`src/rtl/dct_pkg.sv`:
```
// Shared constants for the 2D 8x8 DCT datapath: transform size, index
// and sample widths, and the Q14 cosine table used by the 1D DCT stages.
package dct_pkg;

  localparam int DCT_N      = 8;
  localparam int DCT_IDX_W  = 3;
  localparam int DCT_IN_W   = 8;
  localparam int DCT_COEF_W = 16;

  // cos(k*pi/16) scaled by 2^14, k = 0..7
  localparam logic signed [15:0] DCT_C0_Q14 = 16'sd16384;
  localparam logic signed [15:0] DCT_C1_Q14 = 16'sd16069;
  localparam logic signed [15:0] DCT_C2_Q14 = 16'sd15137;
  localparam logic signed [15:0] DCT_C3_Q14 = 16'sd13623;
  localparam logic signed [15:0] DCT_C4_Q14 = 16'sd11585;
  localparam logic signed [15:0] DCT_C5_Q14 = 16'sd9102;
  localparam logic signed [15:0] DCT_C6_Q14 = 16'sd6270;
  localparam logic signed [15:0] DCT_C7_Q14 = 16'sd3196;

endpackage

```
`src/rtl/dct_tpose_ram.sv`:
```
// Simple dual-port storage for the transpose buffer: one write port and one
// registered read port. The read register only updates when i_re is high,
// so a stalled consumer keeps seeing the same word.
module dct_tpose_ram
  import dct_pkg::*;
#(
  parameter int DATA_WIDTH = DCT_COEF_W,
  parameter int ADDR_W     = 7
) (
  input  logic                  clk,
  input  logic                  i_we,
  input  logic [ADDR_W-1:0]     i_waddr,
  input  logic [DATA_WIDTH-1:0] i_wdata,
  input  logic                  i_re,
  input  logic [ADDR_W-1:0]     i_raddr,
  output logic [DATA_WIDTH-1:0] o_rdata
);

  logic [DATA_WIDTH-1:0] r_mem [2**ADDR_W];
  logic [DATA_WIDTH-1:0] r_rdata;

  // Write port
  always_ff @(posedge clk) begin
    if (i_we) r_mem[i_waddr] <= i_wdata;
  end

  // Registered read, held while i_re is low
  always_ff @(posedge clk) begin
    if (i_re) r_rdata <= r_mem[i_raddr];
  end

  assign o_rdata = r_rdata;

endmodule

```
`src/rtl/dct_transpose_buffer.sv`:
```
// Ping-pong 8x8 transpose buffer between the row and column DCT passes.
// Rows are written row-major into the current write bank; completed banks are
// read back column-major over a valid/ready port. A block arriving while its
// target bank is still full is dropped whole and flagged in overflow.
module dct_transpose_buffer
  import dct_pkg::*;
#(
  parameter int DATA_WIDTH = DCT_COEF_W,
  parameter int N          = DCT_N
) (
  input  logic                  clk,
  input  logic                  rst_n,
  input  logic                  in_valid,
  input  logic [DATA_WIDTH-1:0] in_coef,
  input  logic [DCT_IDX_W-1:0]  in_index,
  input  logic                  in_last,
  output logic                  out_valid,
  input  logic                  out_ready,
  output logic [DATA_WIDTH-1:0] out_data,
  output logic [DCT_IDX_W-1:0]  out_index,
  output logic                  out_last,
  output logic                  out_block_last,
  output logic                  overflow,
  input  logic                  clear_overflow
);

  localparam int ADDR_W = 1 + 2 * $clog2(N);
  localparam int CNT_W  = 2 * DCT_IDX_W;
  localparam logic [DCT_IDX_W-1:0] LAST_IDX = DCT_IDX_W'(N - 1);

  // Write side state
  logic                 r_wr_bank;
  logic [DCT_IDX_W-1:0] r_wr_row;
  logic                 r_started;    // a sample of the current block was seen
  logic                 r_drop;       // current block is being discarded
  logic                 r_set_pend;   // completed bank becomes readable next edge
  logic                 r_set_bank;
  logic [1:0]           r_bank_full;
  logic                 r_overflow;

  // Read side state
  logic                 r_rd_bank;
  logic [CNT_W-1:0]     r_rd_cnt;     // {col, row} of the next read to issue
  logic                 r_rd_done;    // all 64 reads issued, waiting on the last transfer
  logic                 r_out_valid;
  logic [DCT_IDX_W-1:0] r_out_index;
  logic                 r_out_last;
  logic                 r_out_block_last;

  logic                 w_blk_first;
  logic                 w_drop_new;
  logic                 w_drop;
  logic                 w_we;
  logic                 w_row_end;
  logic                 w_blk_end;
  logic                 w_blk_commit;
  logic                 w_xfer;
  logic                 w_release;
  logic                 w_rd_en;
  logic [DCT_IDX_W-1:0] w_rd_row;
  logic [DCT_IDX_W-1:0] w_rd_col;
  logic [ADDR_W-1:0]    w_waddr;
  logic [ADDR_W-1:0]    w_raddr;
  logic [DATA_WIDTH-1:0] w_ram_q;
  logic [1:0]           w_bank_full_next;

  // The drop decision is taken on the first sample of a block and then
  // held for the remaining rows of that block.
  assign w_blk_first  = in_valid && !r_started && (r_wr_row == '0);
  assign w_drop_new   = w_blk_first && r_bank_full[r_wr_bank];
  assign w_drop       = r_started ? r_drop : r_bank_full[r_wr_bank];
  assign w_we         = in_valid && !w_drop;
  assign w_row_end    = in_valid && in_last;
  assign w_blk_end    = w_row_end && (r_wr_row == LAST_IDX);
  assign w_blk_commit = w_blk_end && !w_drop;

  assign w_xfer    = r_out_valid && out_ready;
  assign w_release = w_xfer && r_out_block_last;
  assign w_rd_row  = r_rd_cnt[DCT_IDX_W-1:0];
  assign w_rd_col  = r_rd_cnt[CNT_W-1:DCT_IDX_W];
  assign w_rd_en   = r_bank_full[r_rd_bank] && !r_rd_done && (!r_out_valid || out_ready);

  assign w_waddr = {r_wr_bank, r_wr_row, in_index};
  assign w_raddr = {r_rd_bank, w_rd_row, w_rd_col};

  // Per-bank occupancy: set one edge after the block completes, cleared when
  // its last sample is handed downstream. The two events never hit one bank.
  for (genvar gi = 0; gi < 2; gi++) begin : g_bank
    assign w_bank_full_next[gi] = (r_set_pend && (r_set_bank == 1'(gi))) ||
                                  (r_bank_full[gi] && !(w_release && (r_rd_bank == 1'(gi))));
  end

  dct_tpose_ram #(
    .DATA_WIDTH (DATA_WIDTH),
    .ADDR_W     (ADDR_W)
  ) u_ram (
    .clk     (clk),
    .i_we    (w_we),
    .i_waddr (w_waddr),
    .i_wdata (in_coef),
    .i_re    (w_rd_en),
    .i_raddr (w_raddr),
    .o_rdata (w_ram_q)
  );

  // Write pointer, per-block drop flag and bank hand-off
  always_ff @(posedge clk or negedge rst_n) begin
    if (!rst_n) begin
      r_wr_bank  <= 1'b0;
      r_wr_row   <= '0;
      r_started  <= 1'b0;
      r_drop     <= 1'b0;
      r_set_pend <= 1'b0;
      r_set_bank <= 1'b0;
    end else begin
      r_set_pend <= w_blk_commit;
      if (w_blk_commit) r_set_bank <= r_wr_bank;
      if (in_valid) r_started <= 1'b1;
      if (w_blk_first) r_drop <= w_drop_new;
      if (w_row_end) begin
        if (r_wr_row == LAST_IDX) begin
          r_wr_row  <= '0;
          r_started <= 1'b0;
          r_drop    <= 1'b0;
          if (!w_drop) r_wr_bank <= ~r_wr_bank;
        end else begin
          r_wr_row <= r_wr_row + DCT_IDX_W'(1);
        end
      end
    end
  end

  // Bank occupancy register
  always_ff @(posedge clk or negedge rst_n) begin
    if (!rst_n) r_bank_full <= 2'b00;
    else        r_bank_full <= w_bank_full_next;
  end

  // Sticky overflow; a new drop wins over a simultaneous clear
  always_ff @(posedge clk or negedge rst_n) begin
    if (!rst_n)              r_overflow <= 1'b0;
    else if (w_drop_new)     r_overflow <= 1'b1;
    else if (clear_overflow) r_overflow <= 1'b0;
  end

  // Column-major read sequencing and output register control
  always_ff @(posedge clk or negedge rst_n) begin
    if (!rst_n) begin
      r_rd_bank        <= 1'b0;
      r_rd_cnt         <= '0;
      r_rd_done        <= 1'b0;
      r_out_valid      <= 1'b0;
      r_out_index      <= '0;
      r_out_last       <= 1'b0;
      r_out_block_last <= 1'b0;
    end else begin
      if (w_rd_en) begin
        r_rd_cnt         <= r_rd_cnt + CNT_W'(1);
        r_out_valid      <= 1'b1;
        r_out_index      <= w_rd_row;
        r_out_last       <= (w_rd_row == LAST_IDX);
        r_out_block_last <= (w_rd_row == LAST_IDX) && (w_rd_col == LAST_IDX);
        if ((w_rd_row == LAST_IDX) && (w_rd_col == LAST_IDX)) r_rd_done <= 1'b1;
      end else if (w_xfer) begin
        r_out_valid <= 1'b0;
      end
      if (w_release) begin
        r_rd_bank <= ~r_rd_bank;
        r_rd_done <= 1'b0;
      end
    end
  end

  // RAM output is only meaningful while valid; forcing zero otherwise keeps
  // out_data at 0 from reset without putting a reset on the RAM register.
  assign out_valid      = r_out_valid;
  assign out_data       = r_out_valid ? w_ram_q : '0;
  assign out_index      = r_out_index;
  assign out_last       = r_out_last;
  assign out_block_last = r_out_block_last;
  assign overflow       = r_overflow;

endmodule

```
`config.mk`:
```
export PLATFORM = sky130hd
export DESIGN_NAME = dct_transpose_buffer
export DESIGN_NICKNAME = d
export VERILOG_FILES = /design/src/rtl/dct_pkg.sv /design/src/rtl/dct_tpose_ram.sv /design/src/rtl/dct_transpose_buffer.sv
export SDC_FILE = /design/constraint.sdc
export NUM_CORES = 2
export LEC_CHECK = 0
export ABC_AREA = 0
export ABC_CLOCK_PERIOD_IN_PS = 5420
export CORE_ASPECT_RATIO = 2
export CORE_UTILIZATION = 25
export CTS_BUF_LIST = sky130_fd_sc_hd__clkbuf_8
export DETAILED_ROUTE_END_ITERATION = 8
export PLACE_DENSITY = 0.5
export SYNTH_ARGS = -nofsm -noshare
export SYNTH_HDL_FRONTEND = slang
export SYNTH_SLANG_ARGS = --single-unit
```
`constraint.sdc`:
```
create_clock -name clk -period 5.42 [get_ports clk]
set_input_delay 0.813 -clock clk [delete_from_list [all_inputs] [get_ports clk]]
set_output_delay 0.813 -clock clk [all_outputs]
set_load 0.05 [all_outputs]
```
# == Yosys cells after proc, flatten, opt, wreduce, memory -nomap -nowiden ==
# Memory sizes are Yosys's and may differ from the RTL's. A register that Yosys moved wholly into a read port is not among the register bits.
# Cells that the tools add are included.
# word_totals
in_bits,25
reg_bits,25
wordCells,83
mem_count,1
ramBits,2048
# mem_list
memory,depth,word_bits,read_ports,rd_ports_with_merged_regs,wr,line,rtl
u_ram.r_mem,128,16,1,1,1,dct_tpose_ram.sv:19,logic [DATA_WIDTH-1:0] r_mem [2**ADDR_W];
# op_classes
mux,22
n_bitwise,4
n_lt_le_gt_ge,2
n_eq_ne,3
reduce_logical,34
n_addsub,2
# ops
cell,count
$mux W1,20
$logic_and A1 B1 Y1,18
$mux W16,1
$eq A3 B3 Y1 const B,3
$reduce_bool A2 Y1,4
$add A6 B1 Y6 const B,1
$logic_not A1 Y1,6
$lt A1 B2 Y1 const B,2
$not A1 Y1,4
$add A3 B1 Y3 const B,1
$logic_not A3 Y1,1
$logic_or A1 B1 Y1,3
$mux W3,1
$reduce_and A3 Y1,1
$reduce_and A2 Y1,1

# == Longest topological paths before layout ==
# depth
word_depth,7
ltp_mapped,11

# == Modules after synthesis ==
# A second synthesis with hierarchy kept.
# unflattened
cells_unflattened,3186
hier_area_um2,79876.6
# by_module_without_submodules
module,n_inst,area_each_um2,seq_area_each_um2,cells_each
dct_tpose_ram,1,78683.0,61979.4,3086
dct_transpose_buffer,1,1193.6,625.6,100

# == Least setup slack after synthesis ==
# Ideal clock, no wire load.
# synth_path
kind,reg2reg
from,reg r_wr_bank
to,"mem u_ram.r_mem[107][0] in the netlist's numbering, enable pin"
period_less_slack_ns,3.056
required_ns,5.031
arrival_time_ns,2.667
setup_slack_ns,2.364
path_stages_with_launch,9
cell_sequence,dfrtp_1 -> buf_2 -> mux2_2 -> mux2i_1 -> nand3_1 -> or3b_2 -> clkbuf_1 -> buf_4 -> nor2_1
# synth_between
elab_chain_cells,7
# synth_lines
item,line,rtl
"start, declared",dct_transpose_buffer.sv:32,logic r_wr_bank;
"start signal, assigned",dct_transpose_buffer.sv:125,if (!w_drop) r_wr_bank <= ~r_wr_bank;
$mux W1 (implied by the code) (2 in a row),dct_transpose_buffer.sv:71,assign w_drop = r_started ? r_drop : r_bank_full[r_wr_bank];
$mux W1,dct_transpose_buffer.sv:71,
$logic_not A1 Y1,-,
$logic_and A1 B1 Y1,dct_transpose_buffer.sv:72,assign w_we = in_valid && !w_drop;
$mux W1,dct_tpose_ram.sv:24,if (i_we) r_mem[i_waddr] <= i_wdata;
$mux W1 (implied by the code),dct_tpose_ram.sv:24,
"end, declared",dct_tpose_ram.sv:19,
# Several ways; a longest one is shown, not always the timed one. The select of a mux whose other input is x is not followed.

==> metrics.txt <==
run status completed; detailed-route DRC error count 0; Final Slew Violations 0; Final Skew 89.1 ps; placed cell area 87300 um^2; maximum clock rate 0.243 GHz; total wire length 233000 um; largest net degree at the start of global routing 129; First-pass DRT Iterations 5; final instance area 92400 um^2; Critical-path top delay cell a221oi_1; dpl ws 1290 ps; # fillers 31600; CTS tree done; post-synthesis cell count 3642; Crit Path Max Fanout 81; P_leak 27.4 nW; post-synthesis sequential area ratio 77.5%; Detail Route Antenna Nets 0; initial core utilization 25.2%; vias in the first global route 41200; VDD IR max 0.175 mV; first-pass GRT wire length 326000 um; most common cell after layout, fill and taps aside edfxtp_1; relative slew slack 15.8%; Synth Area per Inst 22.2 um^2; via count 38200; post-DR wirelength/cell 27.5 um; RePlAce Congestion 0.838; die area 326000 um^2; clk slew on worst S/H paths 70 ps; most frequent cells in the layout 2064 x edfxtp_1, 460 x mux4_2, 295 x clkbuf_8; row count 294; die height 806 um; Tcrit/Tclk final 75.9%; clk sink count 2089; initial antenna violation count 19; Die X 404 um; core area 321000 um^2; critical path data arrival time 4800 ps; Area Overhead vs Synth 14.4%; postcts setup bufs 0; Yosys warnings 0; post-synthesis async set-or-reset flop share 1.20%; fin worst setup slack 1310 ps; root buf cell clkbuf_8; post-CTS sizing 0; H-tree depth 5; number of distinct library cells after synthesis 54; top_reg_cell synth edfxtp_1; CP cell instances buf_12 -> mux4_2 -> a22o_1 -> a221oi_1 -> o2111ai_1 -> o32a_1; largest stage delay on the critical path 950 ps; Post-Syn Area 80800 um^2; I/O pins 48; cts bufs inserted 281; crit end category register; Register-to-Register Setup Slack 1310 ps; IO Port Bufs 47; syn_nets 3674; Iter 0 DRT Violations 2821; critical path required time 6110 ps; Overall Global Routing Usage 14.2%; detailed placement HPWL 148000 um; CTS hold repair buffers 0; maxcap violations 0; drt via density 4.50; grt ovf 0; measured slew at the worst slew-check pin 1260 ps; Final nets 4016; critical path class register to register; hold crit path type input pin to register; total power 0.0303 W; clock latency on the worst-skew pair 970 ps; endpoints failing hold 0; post-route setup TNS 0 ps; count of final setup violators 0; CP Launch Type register; RSZ-0062 raised after global routing false; clock buffer depth 4; PwrDens 327 nW/um^2; Post-synth EDFFs 2064; share of layout cells above drive strength 1 27.4%; Final min period 4110 ps; synthesized flop and latch total 2089
==> through the flow <==
step	cells	utilization [%]	hold WS, ps
2_1_floorplan	3642	-	442
3_3_place_gp	7993	27.2	468
3_5_place_dp	7993	27.2	483
4_1_cts	8475	28.8	84.8
5_1_grt	8483	28.8	157
6_report	8489	28.8	181
==> cells in the mapped netlist, types with 4 or more instances <==
library cell / count / area share (%)
edfxtp_1: 2064 / 77
mux4_2: 460 / 13
mux2i_1: 204 / 2.5
nor2_1: 191 / 0.89
a22oi_1: 106 / 0.99
buf_2: 70 / 0.43
a21oi_1: 61 / 0.38
mux2_2: 56 / 0.78
buf_4: 55 / 0.51
clkbuf_1: 53 / 0.25
nand2_1: 38 / 0.18
and2_1: 30 / 0.23
dfrtp_1: 25 / 0.77
buf_6: 23 / 0.32
a221oi_1: 15 / 0.16
mux4_1: 14 / 0.46
nor2b_1: 13 / 0.10
nor4_1: 12 / 0.093
nand3_1: 11 / 0.068
or4_1: 11 / 0.10
o22ai_1: 10 / 0.077
o31ai_1: 10 / 0.093
a32oi_1: 7 / 0.076
ha_1: 7 / 0.11
inv_1: 7 / 0.033
nand4_1: 7 / 0.054
nor3_1: 7 / 0.043
o21ai_0: 7 / 0.043
o211ai_1: 6 / 0.056
and2_0: 5 / 0.039
xnor2_1: 5 / 0.054
o2111ai_1: 4 / 0.043
==> power by group <==
group / internal [W] / leakage, nW / switching, W / total, W
clock: 0.00543 / 2.87 / 0.00601 / 0.0114
combinational: 0.000147 / 5.67 / 0.000684 / 0.000831
sequential: 0.0179 / 18.9 / 0.0000665 / 0.0180
total: 0.0235 / 27.4 / 0.00676 / 0.0303
==> path summary, 6_finish.rpt <==
path | cells after the start | endpoint | start
max | 6 | u_ram.o_rdata[6] | r_rd_cnt[5]
min reg2reg | 1 | r_bank_full[0] | r_set_bank
min | 1 | u_ram.r_mem[20][5] | in_coef[5]
min in group asynchronous | 2 | r_started | rst_n
max in group asynchronous | 2 | r_rd_cnt[5] | rst_n
max reg2reg | 6 | u_ram.o_rdata[6] | r_rd_cnt[5]
==> cell type report <==
| class | instances | area [um^2] | share of cell area (%) |
|---|---|---|---|
| antenna | 14 | 35.0 | 0.0379 |
| clock buffer | 295 | 4060 | 4.39 |
| clock inverter | 187 | 1010 | 1.09 |
| inverter | 7 | 26.3 | 0.0284 |
| multi-input combinational | 1336 | 17000 | 18.3 |
| sequential | 2089 | 62600 | 67.7 |
| tap | 4292 | 5370 | 5.81 |
| timing repair buffer | 269 | 2360 | 2.55 |
==> cells by family after synthesis <==
| family | share of synthesized area, % |
|---|---|
| flops | 77.5 |
| mux | 16.6 |
| simple gates | 1.91 |
| compound gates | 2.17 |
| buf+inv | 1.66 |
| fa+ha+maj | 0.108 |
| xor+xnor | 0.0651 |
==> critical path, delay by kind of cell, from the launching register on <==
kind | cells | cell delay [ps]
AO/OA/AOI/OAI | 4 | 1770
multiplexers | 1 | 440
flip-flops | 1 | 930
buffers and inverters | 1 | 450
==> sequential cells by signal, summed over array words and instances (netlist names) <==
name	count
out_valid	1
r_wr_row	3
r_bank_full	2
out_index	3
r_rd_bank	1
u_ram.o_rdata	16
r_set_pend	1
out_last	1
r_started	1
r_drop	1
r_rd_cnt	6
overflow	1
r_wr_bank	1
out_block_last	1
u_ram.r_mem	2048
r_set_bank	1
r_rd_done	1
==> routing by layer <==
metal	global-route usage, %	vias up	routed length [um]
met3	1.82	381	8960
met5	0	-	34
met2	27.6	1046	132000
met4	7.74	6	13200
li1	-	16000	-
met1	14.4	20800	78700
(Power assumes the default switching activity.)
